File: config.mk
export PLATFORM = sky130hd
export DESIGN_NAME = alu_mc_flat
export DESIGN_NICKNAME = d
export VERILOG_FILES = /design/src/rtl/alu_mc_pkg.sv /design/src/rtl/alu_mc_if.sv /design/src/rtl/alu_mc_muldiv_iter.sv /design/src/rtl/alu_mc.sv /design/src/flat_wrapper.sv
export SDC_FILE = /design/constraint.sdc
export NUM_CORES = 1
export LEC_CHECK = 0
export CORE_AREA = 2 2 224 226
export CTS_CLUSTER_DIAMETER = 80
export CTS_CLUSTER_SIZE = 10
export DETAILED_ROUTE_END_ITERATION = 10
export DIE_AREA = 0 0 226 228
export GPL_TIMING_DRIVEN = 0
export PLACE_DENSITY = 0.49
export SYNTH_ARGS = -nofsm -noshare
export SYNTH_HDL_FRONTEND = slang
export SYNTH_SLANG_ARGS = --single-unit
File: constraint.sdc
create_clock -name clk -period 14.45 [get_ports clk]
set_input_delay 2.1675 -clock clk [delete_from_list [all_inputs] [get_ports clk]]
set_output_delay 2.1675 -clock clk [all_outputs]
set_load 0.05 [all_outputs]
File: src/rtl/alu_mc_pkg.sv
// Shared op codes and FSM state encoding for the multi-cycle MIPS ALU.
package alu_pkg;

    typedef enum logic [2:0] {
        ADD   = 3'b000,
        SUB   = 3'b001,
        NOR   = 3'b010,
        SLTU  = 3'b011,
        MULTU = 3'b100,
        DIVU  = 3'b101
    } alu_op_t;

    typedef enum logic [1:0] {
        IDLE = 2'd0,
        CALC = 2'd1,
        DONE = 2'd2
    } alu_state_t;

    function automatic logic is_muldiv(input logic [2:0] op);
        return (op == MULTU) || (op == DIVU);
    endfunction

endpackage

File: src/rtl/alu_mc_if.sv
// Request/response bundle between the control unit (master) and the ALU (slave).
interface alu_mc_if #(
    parameter int WIDTH = 32
) ();

    logic             in_valid;
    logic             in_ready;
    logic [2:0]       alu_op;
    logic [WIDTH-1:0] bus_a;
    logic [WIDTH-1:0] bus_b;
    logic             out_valid;
    logic             out_ready;
    logic [WIDTH-1:0] result_lo;
    logic [WIDTH-1:0] result_hi;
    logic             zero;
    logic             negative;
    logic             carryout;
    logic             overflow;
    logic             div_zero;
    logic             illegal_op;

    modport master (
        output in_valid, alu_op, bus_a, bus_b, out_ready,
        input  in_ready, out_valid, result_lo, result_hi,
        input  zero, negative, carryout, overflow, div_zero, illegal_op
    );

    modport slave (
        input  in_valid, alu_op, bus_a, bus_b, out_ready,
        output in_ready, out_valid, result_lo, result_hi,
        output zero, negative, carryout, overflow, div_zero, illegal_op
    );

endinterface

File: src/rtl/alu_mc_muldiv_iter.sv
// Iterative unsigned multiply (shift-add) / restoring divide sharing one
// accumulator, one quotient/multiplier shift register and one adder.
module muldiv_iter #(
    parameter int WIDTH = 32
) (
    input  logic             clk,
    input  logic             reset_n,
    input  logic             load_i,
    input  logic             step_i,
    input  logic             mode_i,   // 0: multiply, 1: divide
    input  logic [WIDTH-1:0] a_i,
    input  logic [WIDTH-1:0] b_i,
    output logic [WIDTH-1:0] hi_o,
    output logic [WIDTH-1:0] lo_o
);

    logic [WIDTH-1:0] hi_q, hi_d;
    logic [WIDTH-1:0] lo_q, lo_d;
    logic [WIDTH-1:0] b_q,  b_d;

    logic [WIDTH:0]   op1;
    logic [WIDTH:0]   op2;
    logic [WIDTH+1:0] sum;
    logic             no_borrow;

    // Multiply adds B (gated by the multiplier LSB) to the accumulator;
    // divide subtracts B from the shifted partial remainder. The extra top
    // bit of the sum is the borrow-free indication for the divide step.
    always_comb begin
        if (mode_i) begin
            op1 = {hi_q, lo_q[WIDTH-1]};
            op2 = ~{1'b0, b_q};
        end else begin
            op1 = {1'b0, hi_q};
            op2 = {1'b0, b_q & {WIDTH{lo_q[0]}}};
        end
        sum       = {1'b0, op1} + {1'b0, op2} + {{(WIDTH+1){1'b0}}, mode_i};
        no_borrow = sum[WIDTH+1];
    end

    always_comb begin
        hi_d = hi_q;
        lo_d = lo_q;
        b_d  = b_q;
        if (load_i) begin
            hi_d = '0;
            lo_d = a_i;
            b_d  = b_i;
        end else if (step_i) begin
            if (!mode_i) begin
                hi_d = sum[WIDTH:1];
                lo_d = {sum[0], lo_q[WIDTH-1:1]};
            end else if (no_borrow) begin
                hi_d = sum[WIDTH-1:0];
                lo_d = {lo_q[WIDTH-2:0], 1'b1};
            end else begin
                hi_d = op1[WIDTH-1:0];
                lo_d = {lo_q[WIDTH-2:0], 1'b0};
            end
        end
    end

    always_ff @(posedge clk) begin
        if (!reset_n) begin
            hi_q <= '0;
            lo_q <= '0;
            b_q  <= '0;
        end else begin
            hi_q <= hi_d;
            lo_q <= lo_d;
            b_q  <= b_d;
        end
    end

    assign hi_o = hi_q;
    assign lo_o = lo_q;

endmodule

File: src/rtl/alu_mc.sv
// Multi-cycle ALU: single-cycle ADD/SUB/NOR/SLTU plus iterative MULTU/DIVU,
// valid/ready handshake on request and result.
module alu_mc
    import alu_pkg::*;
#(
    parameter int WIDTH = 32
) (
    input  logic     clk,
    input  logic     reset_n,
    alu_mc_if.slave  io
);

    localparam int CNT_W = $clog2(WIDTH + 1);

    alu_state_t       state_q, state_d;
    logic [CNT_W-1:0] cnt_q, cnt_d;
    logic             is_md_q, is_md_d;
    logic             mode_q, mode_d;
    logic [WIDTH-1:0] res_lo_q, res_lo_d;
    logic [WIDTH-1:0] res_hi_q, res_hi_d;
    logic             zero_q, zero_d;
    logic             neg_q, neg_d;
    logic             carry_q, carry_d;
    logic             ovf_q, ovf_d;
    logic             dz_q, dz_d;
    logic             ill_q, ill_d;

    logic             accept;
    logic             md_load;
    logic             md_step;
    logic             md_sel;
    logic [WIDTH-1:0] md_hi, md_lo;

    logic             sub_sel;
    logic [WIDTH-1:0] b_op;
    logic [WIDTH-1:0] sum;
    logic             cout;
    logic [WIDTH-1:0] sc_lo;
    logic             sc_carry;
    logic             sc_ovf;
    logic             sc_ill;

    assign accept = io.in_valid && (state_q == IDLE);

    // SUB and SLTU share the adder with an inverted B and carry-in of 1.
    always_comb begin
        sub_sel     = (io.alu_op == SUB) || (io.alu_op == SLTU);
        b_op        = sub_sel ? ~io.bus_b : io.bus_b;
        {cout, sum} = {1'b0, io.bus_a} + {1'b0, b_op} + {{WIDTH{1'b0}}, sub_sel};
    end

    always_comb begin
        sc_lo    = '0;
        sc_carry = 1'b0;
        sc_ovf   = 1'b0;
        sc_ill   = 1'b0;
        case (io.alu_op)
            ADD, SUB: begin
                sc_lo    = sum;
                sc_carry = cout;
                sc_ovf   = (io.bus_a[WIDTH-1] == b_op[WIDTH-1]) &&
                           (sum[WIDTH-1] != io.bus_a[WIDTH-1]);
            end
            NOR:       sc_lo = ~(io.bus_a | io.bus_b);
            SLTU:      sc_lo = {{(WIDTH-1){1'b0}}, ~cout};
            MULTU, DIVU: sc_lo = '0;
            default:   sc_ill = 1'b1;
        endcase
    end

    always_comb begin
        state_d  = state_q;
        cnt_d    = cnt_q;
        is_md_d  = is_md_q;
        mode_d   = mode_q;
        res_lo_d = res_lo_q;
        res_hi_d = res_hi_q;
        zero_d   = zero_q;
        neg_d    = neg_q;
        carry_d  = carry_q;
        ovf_d    = ovf_q;
        dz_d     = dz_q;
        ill_d    = ill_q;
        md_load  = 1'b0;
        md_step  = 1'b0;
        case (state_q)
            IDLE: begin
                if (accept) begin
                    res_lo_d = sc_lo;
                    res_hi_d = '0;
                    zero_d   = (sc_lo == '0);
                    neg_d    = sc_lo[WIDTH-1];
                    carry_d  = sc_carry;
                    ovf_d    = sc_ovf;
                    ill_d    = sc_ill;
                    dz_d     = 1'b0;
                    is_md_d  = 1'b0;
                    mode_d   = 1'b0;
                    state_d  = DONE;
                    if (is_muldiv(io.alu_op)) begin
                        is_md_d = 1'b1;
                        mode_d  = (io.alu_op == DIVU);
                        dz_d    = (io.alu_op == DIVU) && (io.bus_b == '0);
                        md_load = 1'b1;
                        cnt_d   = CNT_W'(WIDTH);
                        state_d = CALC;
                    end
                end
            end
            CALC: begin
                md_step = 1'b1;
                cnt_d   = cnt_q - 1'b1;
                if (cnt_q == CNT_W'(1)) begin
                    state_d = DONE;
                end
            end
            DONE: begin
                if (io.out_ready) begin
                    state_d = IDLE;
                end
            end
            default: state_d = IDLE;
        endcase
    end

    always_ff @(posedge clk) begin
        if (!reset_n) begin
            state_q  <= IDLE;
            cnt_q    <= '0;
            is_md_q  <= 1'b0;
            mode_q   <= 1'b0;
            res_lo_q <= '0;
            res_hi_q <= '0;
            zero_q   <= 1'b0;
            neg_q    <= 1'b0;
            carry_q  <= 1'b0;
            ovf_q    <= 1'b0;
            dz_q     <= 1'b0;
            ill_q    <= 1'b0;
        end else begin
            state_q  <= state_d;
            cnt_q    <= cnt_d;
            is_md_q  <= is_md_d;
            mode_q   <= mode_d;
            res_lo_q <= res_lo_d;
            res_hi_q <= res_hi_d;
            zero_q   <= zero_d;
            neg_q    <= neg_d;
            carry_q  <= carry_d;
            ovf_q    <= ovf_d;
            dz_q     <= dz_d;
            ill_q    <= ill_d;
        end
    end

    muldiv_iter #(
        .WIDTH (WIDTH)
    ) u_muldiv (
        .clk     (clk),
        .reset_n (reset_n),
        .load_i  (md_load),
        .step_i  (md_step),
        .mode_i  (mode_q),
        .a_i     (io.bus_a),
        .b_i     (io.bus_b),
        .hi_o    (md_hi),
        .lo_o    (md_lo)
    );

    // The iterative unit's own registers are the result once in DONE.
    assign md_sel        = is_md_q && (state_q == DONE);
    assign io.in_ready   = (state_q == IDLE);
    assign io.out_valid  = (state_q == DONE);
    assign io.result_lo  = md_sel ? md_lo : res_lo_q;
    assign io.result_hi  = md_sel ? md_hi : res_hi_q;
    assign io.zero       = md_sel ? (md_lo == '0) : zero_q;
    assign io.negative   = md_sel ? md_lo[WIDTH-1] : neg_q;
    assign io.carryout   = carry_q;
    assign io.overflow   = ovf_q;
    assign io.div_zero   = dz_q;
    assign io.illegal_op = ill_q;

endmodule

File: src/flat_wrapper.sv
// flat-port wrapper written by rule: the top's interface ports become plain ports
module alu_mc_flat import alu_pkg::*;
#(
    parameter int WIDTH = 32
)
  (clk, reset_n, io_in_valid, io_alu_op, io_bus_a, io_bus_b, io_out_ready, io_in_ready, io_out_valid, io_result_lo, io_result_hi, io_zero, io_negative, io_carryout, io_overflow, io_div_zero, io_illegal_op);
  alu_mc_if #(.WIDTH(WIDTH)) io_i ();
  input  logic clk;
  input  logic reset_n;
  input wire logic [$bits(io_i.in_valid)-1:0] io_in_valid;
  input wire logic [$bits(io_i.alu_op)-1:0] io_alu_op;
  input wire logic [$bits(io_i.bus_a)-1:0] io_bus_a;
  input wire logic [$bits(io_i.bus_b)-1:0] io_bus_b;
  input wire logic [$bits(io_i.out_ready)-1:0] io_out_ready;
  output wire logic [$bits(io_i.in_ready)-1:0] io_in_ready;
  output wire logic [$bits(io_i.out_valid)-1:0] io_out_valid;
  output wire logic [$bits(io_i.result_lo)-1:0] io_result_lo;
  output wire logic [$bits(io_i.result_hi)-1:0] io_result_hi;
  output wire logic [$bits(io_i.zero)-1:0] io_zero;
  output wire logic [$bits(io_i.negative)-1:0] io_negative;
  output wire logic [$bits(io_i.carryout)-1:0] io_carryout;
  output wire logic [$bits(io_i.overflow)-1:0] io_overflow;
  output wire logic [$bits(io_i.div_zero)-1:0] io_div_zero;
  output wire logic [$bits(io_i.illegal_op)-1:0] io_illegal_op;
  assign io_i.in_valid = io_in_valid;
  assign io_i.alu_op = io_alu_op;
  assign io_i.bus_a = io_bus_a;
  assign io_i.bus_b = io_bus_b;
  assign io_i.out_ready = io_out_ready;
  assign io_in_ready = io_i.in_ready;
  assign io_out_valid = io_i.out_valid;
  assign io_result_lo = io_i.result_lo;
  assign io_result_hi = io_i.result_hi;
  assign io_zero = io_i.zero;
  assign io_negative = io_i.negative;
  assign io_carryout = io_i.carryout;
  assign io_overflow = io_i.overflow;
  assign io_div_zero = io_i.div_zero;
  assign io_illegal_op = io_i.illegal_op;
  alu_mc #(.WIDTH(WIDTH)) u_core (.clk(clk), .reset_n(reset_n), .io(io_i));
endmodule
==> impl_metrics.py <==
metrics = {
    "setup_path": {
        "timing.reg2reg.setup_slack_ns": 8.19,
        "cp_cell_sequence": "clkdlybuf4s50_1, nand2b_1, buf_2, buf_1, xnor2_1, ha_1, buf_2, a21oi_1, nand2b_1, o211ai_1, mux2_2, nor3_2, nand3_1, nor4_1, nand4_1, or4_1, o31ai_2",
        "path_delay_family": "simple AND/OR/NAND/NOR gates",
        "rr_endpoint": "u_core.u_muldiv.hi_o[30]",
        "reg2reg_depth": 17,
        "crit_type": "in2reg",
        "cp_slowest_cell": "buf_1",
        "cp_data_arrival_time_ns": 7.92,
        "critPathCaptureType": "flop",
        "slowest_delay_ns": 0.69,
        "worst-path-buf-inv": 4,
        "cp_max_fo": 10,
        "cp-start-kind": "input pin",
        "r2r-start": "u_core.mode_q",
        "cp.required_ns": 14.83,
    },
    "cells_and_area": {
        "instances_no_fill": 2407,
        "area_delta_synth_final_pct": 23.9,
        "fin_area_um2": 15000,
        "num-fill-cells": 5335,
        "final_nets": 1860,
        "drive_gt1_frac": 0.0785,
    },
    "routing": {
        "routed_wl_um": 51200,
        "vias": 12555,
        "drc": 0,
        "routed_via_density": 5.22,
        "routedWlPerCell_um": 21.3,
        "ant_nets": 0,
        "drtIter0Drc": 960,
        "first_pass_iters": 6,
    },
    "sta": {
        "rsz0062_at_grt": "false",
        "period_minus_slack_ns": 7.55,
        "setup_viol": 0,
        "finalHoldViolCount": 0,
        "tns_ns": 0,
        "period_share": 0.522,
        "finalClockSkew_ns": 0.0108,
        "fin_ws_ns": 6.90,
        "fmax_ghz": 0.132,
        "drv_slew": 0,
        "max_slew_margin": 0.317,
        "tightestPinTransition_ns": 1.01,
    },
    "synthesis": {
        "synth_top_area_share": 0.237,
        "synth_seq_cells": 143,
        "synthArstFlopShare": 0,
        "ys_seq_area_frac": 0.237,
        "synth_warnings": 0,
        "netlist_top_cells_area": "dfxtp_1 (24%), ha_1 (6.8%), nand2_1 (5.7%), mux2_2 (5.7%), xnor2_1 (4.7%)",
        "yosysMostFrequentCell": "nand2_1",
        "syn_nets": 1700,
        "synth_edf_count": 0,
        "synthCells": 1560,
        "synthTopCellsByCount": "nand2_1 (183), dfxtp_1 (143), nor2_1 (138), a21oi_1 (96), o21ai_0 (90)",
        "synthFlopType": "dfxtp_1",
        "synth_top_cell_by_area": "dfxtp_1",
        "ys_types": 82,
        "avgSynthCellArea_um2": 7.76,
        "syn-cell-area_um2": 12100,
    },
    "power": {
        "p_total_mw": 1.33,
        "leakage_nw": 5.55,
        "power.density_nw_per_um2": 88.6,
        "ir_drop_v": 0.0000666,
    },
    "die": {
        "core_area_um2": 49300,
        "std_cell_rows": 82,
        "die_w_um": 226,
        "ios": 143,
        "die_h_um": 228,
        "die_area_um2": 51500,
        "initial_core_util": 0.245,
    },
    "placement": {
        "portBuffers": 141,
        "place_area_um2": 14400,
        "place_congestion": 0.904,
        "dpl.hpwl_um": 41000,
        "pre_cts_ws_ns": 6.62,
        "dpl.cell_count": 2373,
    },
    "min_path": {
        "hold_end": "u_core.u_muldiv.b_q[13]",
        "worstHoldPathCells": 2,
        "worst_hold_path_type": "reg2reg",
        "min-delay-start": "u_core.u_muldiv.b_q[13]",
    },
    "global_route": {
        "grt_max_degree": 17,
        "grt_pass1_wl_um": 76800,
        "met3_usage": 0.0295,
        "first_global_vias": 12654,
        "antenna_found_initial": 1,
        "grt-ovfl-total": 0,
        "top_usage_layer": "met2",
        "grt_use_met2": 0.334,
        "grt_use_total": 0.197,
        "grtUsageMet1": 0.253,
    },
    "clock_tree": {
        "root_buffer": "clkbuf_16",
        "path_clk_slew_ns": 0.07,
        "hold_buffers": 0,
        "clockBufferDepth": 2,
        "h-tree-depth": 4,
        "cts_buffers": 17,
        "insertion_delay_ns": 0.46,
        "cts_tree": "done",
        "cts.repair.resized": 0,
        "clkSinkCount": 143,
        "postCtsSetupBuffers": 0,
    },
    "job": {
        "maxCapViolCount": 0,
    },
    "run_status": {
        "status": "completed",
    },
}
## layer usage
layer,vias up,share of wire
li1,6071,-
met1,6027,0.45
met2,380,0.48
met3,77,0.046
met4,0,0.027
met5,-,0
## worst register-to-register path, stage by stage (launching register included)
cell       delay [ns]
dfxtp_1          0.30
clkbuf_1         0.28
clkbuf_1         0.65
clkbuf_1         0.51
clkbuf_1         0.59
mux2i_1          0.21
fa_1             0.47
fa_1             0.42
nand2b_1         0.16
a21boi_0         0.24
o21ai_0          0.20
a211oi_1         0.53
o2111ai_1        0.26
a31oi_1          0.55
nand3_1          0.19
a311oi_1         0.30
o21ai_0          0.14
a31oi_1          0.21
## flip-flops by register name, summed over array words and instances (netlist names), 2 cells and up
name	cells
u_core.res_lo_q	31
u_core.cnt_q	6
u_core.u_muldiv.b_q	32
u_core.u_muldiv.lo_o	32
u_core.u_muldiv.hi_o	32
u_core.state_q	2
## power by group
group | total, mW | switching [mW] | internal [mW]
Clock | 0.487 | 0.193 | 0.294
Sequential | 0.432 | 0.0182 | 0.414
Combinational | 0.410 | 0.255 | 0.154
Total | 1.33 | 0.466 | 0.862
## how the worst max path moves through the flow
stage / slack, ns / depth (start not counted) / endpoint / startpoint
after CTS: 7.08 / 17 / u_core.zero_q / io_alu_op[0]
after global placement: 6.69 / 17 / u_core.zero_q / io_alu_op[0]
after floorplan: 8.65 / 16 / u_core.zero_q / io_alu_op[2]
after global routing: 6.83 / 16 / u_core.zero_q / io_alu_op[0]
after detailed placement: 6.62 / 17 / u_core.zero_q / io_alu_op[0]
final: 6.90 / 17 / u_core.zero_q / io_alu_op[0]
## area by class of cell
class,instances,area [um2],area share
multi-input cells,1288,8730,0.583
repair buffers,141,1410,0.0941
plain buffers,104,413,0.0275
well taps,672,841,0.0561
clock inverters,13,188,0.0125
inverters,25,93.8,0.00626
clock buffers,19,443,0.0295
flip-flops and latches,143,2860,0.191
diodes,2,5.00,0.000334
## kinds of logic after synthesis
kind of cell / after synthesis / share of synthesized area
compound gates: 458 / 0.265
xor+xnor: 85 / 0.0615
fa+ha+maj: 69 / 0.0732
buf+inv: 129 / 0.0419
flops: 143 / 0.237
mux: 109 / 0.0964
simple gates: 567 / 0.225
## cells in the final DEF (no fill, tap or decap), types with 24 or more instances in the layout
cell type and n:
nand2_1 183, dfxtp_1 143, clkdlybuf4s50_1 141, nor2_1 138
a21oi_1 96, o21ai_0 90, clkbuf_1 86, ha_1 66
xnor2_1 65, mux2_2 61, mux2i_1 48, nor2b_1 45
nor3_1 42, a21boi_0 42, and3_1 36, a221oi_1 34
inv_1 25, a21o_1 24
## metrics by stage
step	utilization	hold WS (ns)
6_report	0.304	0.477
5_1_grt	0.304	0.503
4_1_cts	0.304	0.481
3_5_place_dp	0.291	0.473
3_3_place_gp	0.291	0.467
2_1_floorplan	-	0.454
No activity file was read; power rests on OpenSTA's default activity.
